`src/rtl/fetch_sequencer.sv`:
```
// rtl/fetch_sequencer.sv - boots the PC, fetches from instruction memory and hands words to decode
module fetch_sequencer #(
    parameter int                ADDR_W       = 32,
    parameter int                INSTR_W      = 32,
    parameter logic [ADDR_W-1:0] RESET_VECTOR = '0
) (
    input  logic               CLK,
    input  logic               RST_N,
    input  logic [ADDR_W-1:0]  PC,
    output logic [ADDR_W-1:0]  PC_IN,
    output logic               W_PC,
    output logic               IMEM_REQ,
    output logic [ADDR_W-1:0]  IMEM_ADDR,
    input  logic               IMEM_READY,
    input  logic [INSTR_W-1:0] IMEM_RDATA,
    input  logic               STALL,
    input  logic               BR_TAKEN,
    input  logic [ADDR_W-1:0]  BR_TARGET,
    output logic [INSTR_W-1:0] INSTR,
    output logic [ADDR_W-1:0]  INSTR_PC,
    output logic               INSTR_VALID
);

    typedef enum logic [1:0] {
        S_BOOT   = 2'd0,
        S_FETCH  = 2'd1,
        S_WAIT   = 2'd2,
        S_UPDATE = 2'd3
    } state_t;

    state_t             state;
    state_t             state_next;
    // Low only between reset release and the first edge, so W_PC stays 0 in reset.
    logic               started;
    logic               pending;
    logic [ADDR_W-1:0]  pend_target;
    logic [ADDR_W-1:0]  pc_inc;
    logic               fire;
    logic               squash;
    logic               br_latch;

    always_comb begin
        state_next = state;
        IMEM_REQ   = 1'b0;
        case (state)
            S_BOOT: begin
                if (started) state_next = S_FETCH;
            end
            S_FETCH: begin
                if (!STALL) begin
                    IMEM_REQ   = 1'b1;
                    state_next = IMEM_READY ? S_UPDATE : S_WAIT;
                end
            end
            S_WAIT: begin
                IMEM_REQ = 1'b1;
                if (IMEM_READY) state_next = S_UPDATE;
            end
            S_UPDATE: begin
                state_next = S_FETCH;
            end
            default: begin
                state_next = S_BOOT;
            end
        endcase
    end

    assign IMEM_ADDR = IMEM_REQ ? PC : '0;
    assign fire      = IMEM_REQ & IMEM_READY;
    assign squash    = pending | BR_TAKEN;
    assign br_latch  = BR_TAKEN & ((state == S_FETCH) | (state == S_WAIT));
    assign W_PC      = ((state == S_BOOT) & started) | (state == S_UPDATE);

    always_comb begin
        PC_IN = RESET_VECTOR;
        if (state == S_UPDATE) begin
            if (pending)       PC_IN = pend_target;
            else if (BR_TAKEN) PC_IN = BR_TARGET;
            else               PC_IN = pc_inc;
        end
    end

    always_ff @(posedge CLK or negedge RST_N) begin
        if (!RST_N) begin
            state       <= S_BOOT;
            started     <= 1'b0;
            pending     <= 1'b0;
            pend_target <= '0;
            pc_inc      <= '0;
            INSTR       <= '0;
            INSTR_PC    <= '0;
            INSTR_VALID <= 1'b0;
        end else begin
            state       <= state_next;
            started     <= 1'b1;
            INSTR_VALID <= fire & ~squash;
            if (state == S_UPDATE) begin
                pending <= 1'b0;
            end else if (br_latch) begin
                pending     <= 1'b1;
                pend_target <= BR_TARGET;
            end
            // PC is stable until UPDATE, so the increment is taken at capture.
            if (fire) pc_inc <= PC + ADDR_W'(1);
            if (fire && !squash) begin
                INSTR    <= IMEM_RDATA;
                INSTR_PC <= PC;
            end
        end
    end

endmodule
```
`config.mk`:
```
export PLATFORM = sky130hd
export DESIGN_NAME = fetch_sequencer
export DESIGN_NICKNAME = d
export VERILOG_FILES = /design/src/rtl/fetch_sequencer.sv
export SDC_FILE = /design/constraint.sdc
export NUM_CORES = 1
export LEC_CHECK = 0
export CAP_MARGIN = 20
export CORE_UTILIZATION = 30
export CTS_CLUSTER_DIAMETER = 30
export DETAILED_ROUTE_END_ITERATION = 7
export SLEW_MARGIN = 20
export SYNTH_ARGS = -nofsm -noshare
export SYNTH_HDL_FRONTEND = slang
export SYNTH_SLANG_ARGS = --single-unit
```
`constraint.sdc`:
```
create_clock -name CLK -period 2.2 [get_ports CLK]
set_input_delay 0.44 -clock CLK [delete_from_list [all_inputs] [get_ports CLK]]
set_output_delay 0.44 -clock CLK [all_outputs]
set_load 0.02 [all_outputs]
```
==> results of run 1 <==
[sequential cells by signal, indices dropped and copies added, names as in the netlist]
signal / count
INSTR_VALID: 1
pc_inc: 32
state: 2
pending: 1
INSTR: 32
INSTR_PC: 32
started: 1
pend_target: 32
[through the flow]
stage	setup TNS [ns]	util [%]	hold WS, ns	instances
2_1_floorplan	0	-	0.144	574
3_3_place_gp	-44.91	45.4	0.385	1128
3_5_place_dp	-44.54	45.4	0.378	1128
4_1_cts	-4.15	48.6	0.484	1170
5_1_grt	-20.55	50.6	0.495	1177
6_report	-11.70	50.6	0.476	1177
[per-layer routing]
layer | vias up | global-route usage, %
met2 | 123 | 28.3
met4 | 2 | 4.76
met3 | 21 | 4.21
li1 | 2638 | -
met5 | - | 0
met1 | 2699 | 24.3
[logic make-up (layout without fill, tap and decap cells)]
family | count (synthesis) | in the layout | share of synthesized area, %
adders and majority gates | 5 | 5 | 0.925
and+or+nand+nor | 157 | 157 | 11.7
xor gates and xnor gates | 30 | 30 | 3.89
AOI/OAI and AO/OA | 69 | 69 | 7.79
other | 1 | 1 | 0.0555
DFF | 133 | 133 | 49.2
buffers and inverters | 49 | 372 | 3.66
muxes | 130 | 130 | 22.7
[worst max-delay path by stage]
| stage | cells after the start | endpoint | start | slack [ns] |
|---|---|---|---|---|
| 2_1_floorplan | 10 | INSTR[10] | state[0] | 0.02 |
| 3_3_place_gp | 6 | IMEM_ADDR[31] | STALL | -0.50 |
| 3_5_place_dp | 6 | IMEM_ADDR[31] | STALL | -0.47 |
| 4_1_cts | 8 | IMEM_ADDR[18] | state[0] | -0.13 |
| 5_1_grt | 8 | IMEM_ADDR[21] | state[0] | -0.22 |
| 6_report | 8 | PC_IN[13] | state[0] | -0.15 |
[worst max-delay path, stage by stage (launching register included)]
cell and delay [ns]:
dfrtp_1 0.41, buf_4 0.15, buf_6 0.10, buf_6 0.10
ha_4 0.20, buf_12 0.15, buf_12 0.12, o211a_1 0.11
buf_6 0.13
[layout by cell type, fill, tap and decap left out, drive strengths merged, types with 8 or more instances in the layout]
cell type / count
and2: 33
mux2: 98
nor3: 8
xnor2: 21
buf: 160
clkbuf: 23
nand2: 77
dfrtp: 133
o211a: 32
nand4: 8
xor2: 9
mux2i: 32
o21ai: 32
inv: 17
clkdlybuf4s50: 163
[repair_timing]
| item | 4_1_cts | 5_1_grt |
|---|---|---|
| cloned | 1 | 5 |
| resized for setup | 355 | 89 |
| hold buffers | 1 | 0 |
| pin swaps | 6 | 3 |
| buffers inserted | 8 | 3 |
| endpoints found under the hold margin | 36 | 0 |
| endpoints found under the setup margin | 126 | 108 |
[power by group through the flow]
stage / sequential, mW / combinational [mW] / clock, mW
2_1_floorplan: 4.84 / 3.39 / 0
3_3_place_gp: 4.22 / 7.42 / 0
3_5_place_dp: 4.25 / 7.45 / 0
4_1_cts: 4.22 / 7.84 / 2.77
5_1_grt: 4.38 / 9.01 / 2.88
6_report: 4.24 / 8.48 / 2.69
[layout make-up]
cell class	count	area, µm²
fillers	1951	10800
multi-input cells	392	3420
repair buffers	329	3410
flip-flops and latches	133	3330
clock buffers	18	439
well taps	280	350
clock inverters	14	118
inverters	11	48.8
==> results.py, run 1 <==
metrics = {
    "die": {
        "die_h_um": 152,
        "dieArea_um2": 23100,
        "start_util_pct": 30.8,
        "die_w_um": 152,
        "io_pins": 232,
        "row_count": 54,
        "coreArea_um2": 22000,
    },
    "detailed_routing": {
        "wirelength_um": 20600,
        "viasPerCell": 4.66,
        "drt_iter0_drc": 212,
        "met1_length_um": 9790,
        "wl_met2_um": 9620,
        "routed.top_layer": "met5",
        "ant_nets": 0,
        "dr.pass1.iters": 6,
        "post-route-drc-count": 22,
        "drt-wirelength-per-cell_um": 17.5,
        "vias": 5483,
        "dr_wl_met3_um": 948,
    },
    "logic_synthesis": {
        "synth_edf_count": 0,
        "synth_most_common_cell": "dfrtp_1",
        "netlist_area_um2": 6760,
        "synth_ff_type": "dfrtp_1",
        "synth_area_leaders": "dfrtp_1, mux2_2, mux2_4, mux2i_1, o211a_1",
        "ys_types": 38,
        "ys_async_sr_fraction_pct": 100,
        "ys_seq_area_share_pct": 49.2,
        "ys_warn_count": 0,
        "yosysTopAreaCellShare_pct": 49.2,
        "synth_common_cells": "dfrtp_1, nand2_1, mux2_2, and2_1",
        "syn_inst": 574,
        "synth_seq_cells": 133,
        "syn_nets": 680,
        "synth_area_leader_cell": "dfrtp_1",
        "syn_avg_cell_area_um2": 11.8,
    },
    "worst_setup_path": {
        "crit_required_ns": 1.76,
        "regToRegEndpoint": "INSTR[2]",
        "cp_max_fo": 5,
        "cp-start-kind": "register",
        "critPathKind": "reg -> out",
        "reg2reg_slack_ns": -0.15,
        "rr_worst_depth": 11,
        "worst_setup_path_end_kind": "output port",
        "r2r-start": "state[0]",
        "worstPathArrival_ns": 1.91,
    },
    "placed_design": {
        "io_buffers": 231,
        "place_hpwl_um": 14100,
        "post-place-ws_ns": -0.465,
        "postPlaceCellArea_um2": 9970,
        "gp_congestion": 0.761,
    },
    "sta": {
        "max-slew-margin-rel_pct": 61.1,
        "setup_viol": 129,
        "fin_skew_ns": 0.00714,
        "maxClockFrequency_mhz": 425,
        "final.period_utilization_pct": 107,
        "final-hold-violation-count": 0,
        "layout_setup_ws_ns": -0.151,
        "period_needed_ns": 2.35,
        "tightest_slew_ns": 0.583,
        "rsz0062_at_grt": "yes",
        "final_max_slew_viol_count": 0,
    },
    "power": {
        "p_int_mw": 9.76,
        "combPwrFrac_pct": 55.0,
        "vdd_drop_max_mv": 0.579,
        "p_sw_share_pct": 36.7,
        "power.total_mw": 15.4,
        "cellPowerDensity_nw_per_um2": 1390,
        "clkPwrFrac_pct": 17.5,
        "p_leak_nw": 5.29,
        "power_frac_seq_pct": 27.5,
        "power_switching_mw": 5.65,
    },
    "global_route": {
        "grt_max_degree": 64,
        "grt_overflow": 0,
        "grt_pass1_wl_um": 31900,
        "grt_use_total_pct": 17.8,
        "grt_antenna_before_repair": 1,
        "grt_pass1_vias": 5555,
    },
    "hold_path": {
        "min_from": "pc_inc[22]",
        "hold-path-cell-count": 2,
        "min_to": "pc_inc[22]",
        "hold_path_class": "reg -> reg",
    },
    "finish": {
        "design_area_um2": 11100,
        "fin_nets": 990,
        "drive_gt1_share_pct": 37.5,
        "antenna_cells": 0,
        "area_growth_pct": 64.3,
    },
    "clock_tree": {
        "clock_sinks": 133,
        "clk_pin_slew_ns": 0.06,
        "cts_tree": "yes",
        "clock_latency_ns": 0.42,
        "cts_made_buffers": 17,
        "clockBufferDepth": 2,
        "cts_max_level": 4,
        "clockRootBuffer": "clkbuf_16",
    },
    "status": {
        "failed_checks": "design-rule violations, negative setup slack",
        "status": "complete, but fails checks",
    },
    "flow_run": {
        "maxCapViolations": 0,
    },
}
Power figures use the tool's default switching activity.
==> inputs of run 2 (changes only) <==
--- a/config.mk
+++ b/config.mk
@@ -6,9 +6,14 @@
 export NUM_CORES = 1
 export LEC_CHECK = 0
 export CAP_MARGIN = 20
+export CELL_PAD_IN_SITES_DETAIL_PLACEMENT = 1
+export CELL_PAD_IN_SITES_GLOBAL_PLACEMENT = 1
 export CORE_UTILIZATION = 30
 export CTS_CLUSTER_DIAMETER = 30
 export DETAILED_ROUTE_END_ITERATION = 7
+export PLACE_DENSITY_LB_ADDON = 0.1
+export RECOVER_POWER = 25
+export SETUP_SLACK_MARGIN = 0.3
 export SLEW_MARGIN = 20
 export SYNTH_ARGS = -nofsm -noshare
 export SYNTH_HDL_FRONTEND = slang
==> run 2 against run 1 <==
The run still ends with design-rule violations, negative setup slack left; wire length increased by 15%; global-route usage increased by 3.0 points; register-to-register slack lost 0.05 ns; highest routed layer is now met4.
==> results.py, run 2 (synthesized netlist as in run 1, its figures left out) <==
metrics = {
    "global_route": {
        "grt_pass1_vias": 6428,
        "grt_antenna_before_repair": 1,
        "grt_overflow": 0,
        "grt_pass1_wl_um": 37300,
        "grt_max_degree": 64,
        "grt_use_total_pct": 20.9,
    },
    "worst_setup_path": {
        "worst_setup_path_end_kind": "register",
        "crit_required_ns": 2.51,
        "cp-start-kind": "register",
        "critPathKind": "reg -> reg",
        "rr_worst_depth": 11,
        "cp_max_fo": 8,
        "worstPathArrival_ns": 2.71,
    },
    "finish": {
        "mostFrequentLayoutCells": "clkdlybuf4s50_1, dfrtp_1, mux2_4",
        "final_common_cell": "clkdlybuf4s50_1",
        "area_growth_pct": 71.3,
        "utilization_pct": 52.8,
        "final_cells": 1184,
        "design_area_um2": 11600,
        "drive_gt1_share_pct": 38.8,
        "fin_nets": 996,
    },
    "sta": {
        "setup_viol": 130,
        "final.period_utilization_pct": 109,
        "setup_tns_ns": -18.86,
        "final-hold-violation-count": 0,
        "final_max_slew_viol_count": 0,
        "layout_setup_ws_ns": -0.204,
        "period_needed_ns": 2.40,
        "rsz0062_at_grt": "yes",
        "fin_skew_ns": 0.00722,
        "holdWs_ns": 0.477,
        "maxClockFrequency_mhz": 416,
        "tightest_slew_ns": 1.40,
        "max-slew-margin-rel_pct": 6.88,
    },
    "detailed_routing": {
        "wirelength_um": 23800,
        "viasPerCell": 4.79,
        "drt_iter0_drc": 176,
        "ant_nets": 0,
        "post-route-drc-count": 22,
        "vias": 5675,
        "drt-wirelength-per-cell_um": 20.1,
        "dr.pass1.iters": 6,
    },
    "clock_tree": {
        "clk_pin_slew_ns": 0.06,
        "clock_latency_ns": 0.42,
        "clockBufferDepth": 2,
        "clock_sinks": 133,
        "clockRootBuffer": "clkbuf_16",
        "cts_made_buffers": 17,
        "cts_tree": "yes",
        "cts_max_level": 4,
    },
    "die": {
        "row_count": 54,
        "die_h_um": 152,
        "coreArea_um2": 22000,
        "dieArea_um2": 23100,
        "start_util_pct": 30.8,
        "io_pins": 232,
        "die_w_um": 152,
    },
    "power": {
        "vdd_drop_max_mv": 0.550,
        "p_leak_nw": 5.65,
        "cellPowerDensity_nw_per_um2": 1460,
        "power.total_mw": 16.9,
    },
    "status": {
        "failed_checks": "design-rule violations, negative setup slack",
        "status": "complete, but fails checks",
    },
    "hold_path": {
        "hold_path_class": "in -> reg",
        "hold-path-cell-count": 3,
    },
    "placed_design": {
        "io_buffers": 231,
        "post-place-ws_ns": -0.522,
        "postPlaceCellArea_um2": 9890,
        "gp_congestion": 0.770,
        "place_hpwl_um": 15900,
        "dp_cells": 1119,
    },
    "flow_run": {
        "maxCapViolations": 0,
    },
}
==> run 2: changes by cell type in the layout (fill, tap and decap cells not counted), moves of 5 or more <==
cell	previous run	this run
buf_2	8	1
and2_1	9	15
nor4_1	6	1
nor3_1	8	2
buf_6	63	75
mux2_2	36	7
and2_4	24	18
clkdlybuf4s50_1	163	156
nor3_2	0	6
mux2_4	62	91
bufinv_16	0	5
dlymetal6s2s_1	0	7
buf_4	71	65
clkinv_8	0	5
==> run 2: per-layer routing <==
layer	share of wire (%)	global-route usage [%]	up-vias	wire length, µm
met5	0	0	-	0
met4	1.2	6.51	0	281
met3	4.2	4.75	18	1010
met2	52	36.1	136	12300
met1	43	25.7	2880	10200
li1	-	-	2641	-
==> run 2: final timing paths <==
kind | startpoint | endpoint | slack [ns]
min | PC[4] | INSTR_PC[4] | 0.48
max reg2reg | state[0] | INSTR[5] | -0.20
min in group asynchronous | RST_N | INSTR[3] | 0.86
max in group asynchronous | RST_N | pend_target[6] | 0.31
max | state[0] | INSTR[5] | -0.20
min reg2reg | pc_inc[27] | pc_inc[27] | 0.48
==> run 2: critical path, stage by stage (launching register included) <==
cell	delay [ns]
dfrtp_1	0.42
inv_2	0.09
ha_4	0.28
inv_4	0.04
a21oi_4	0.15
buf_12	0.15
buf_6	0.10
nand2_4	0.05
or3_4	0.41
buf_12	0.19
clkinv_8	0.09
mux2_4	0.31
==> run 2: cell type report <==
| class | instances | area, µm² |
|---|---|---|
| multi-input cells | 392 | 3600 |
| diodes | 1 | 2.50 |
| fillers | 2221 | 10400 |
| repair buffers | 331 | 3520 |
| inverters | 11 | 56.3 |
| repair inverters | 4 | 65.1 |
| flip-flops and latches | 133 | 3330 |
| clock inverters | 14 | 225 |
| clock buffers | 18 | 429 |
| well taps | 280 | 350 |
==> run 2: report_power, final <==
group          leakage (nW)  internal, mW  switching [mW]
Clock                 0.308          2.03            1.19
Sequential             1.63          3.63           0.699
Combinational          3.71          5.21            4.16
==> run 2: what timing repair did <==
item	CTS	global route
cloned	6	4
hold endpoints to repair	38	0
hold buffers	1	0
pin swaps	4	13
buffers inserted	16	5
setup endpoints to repair	184	199
resized for setup	430	120
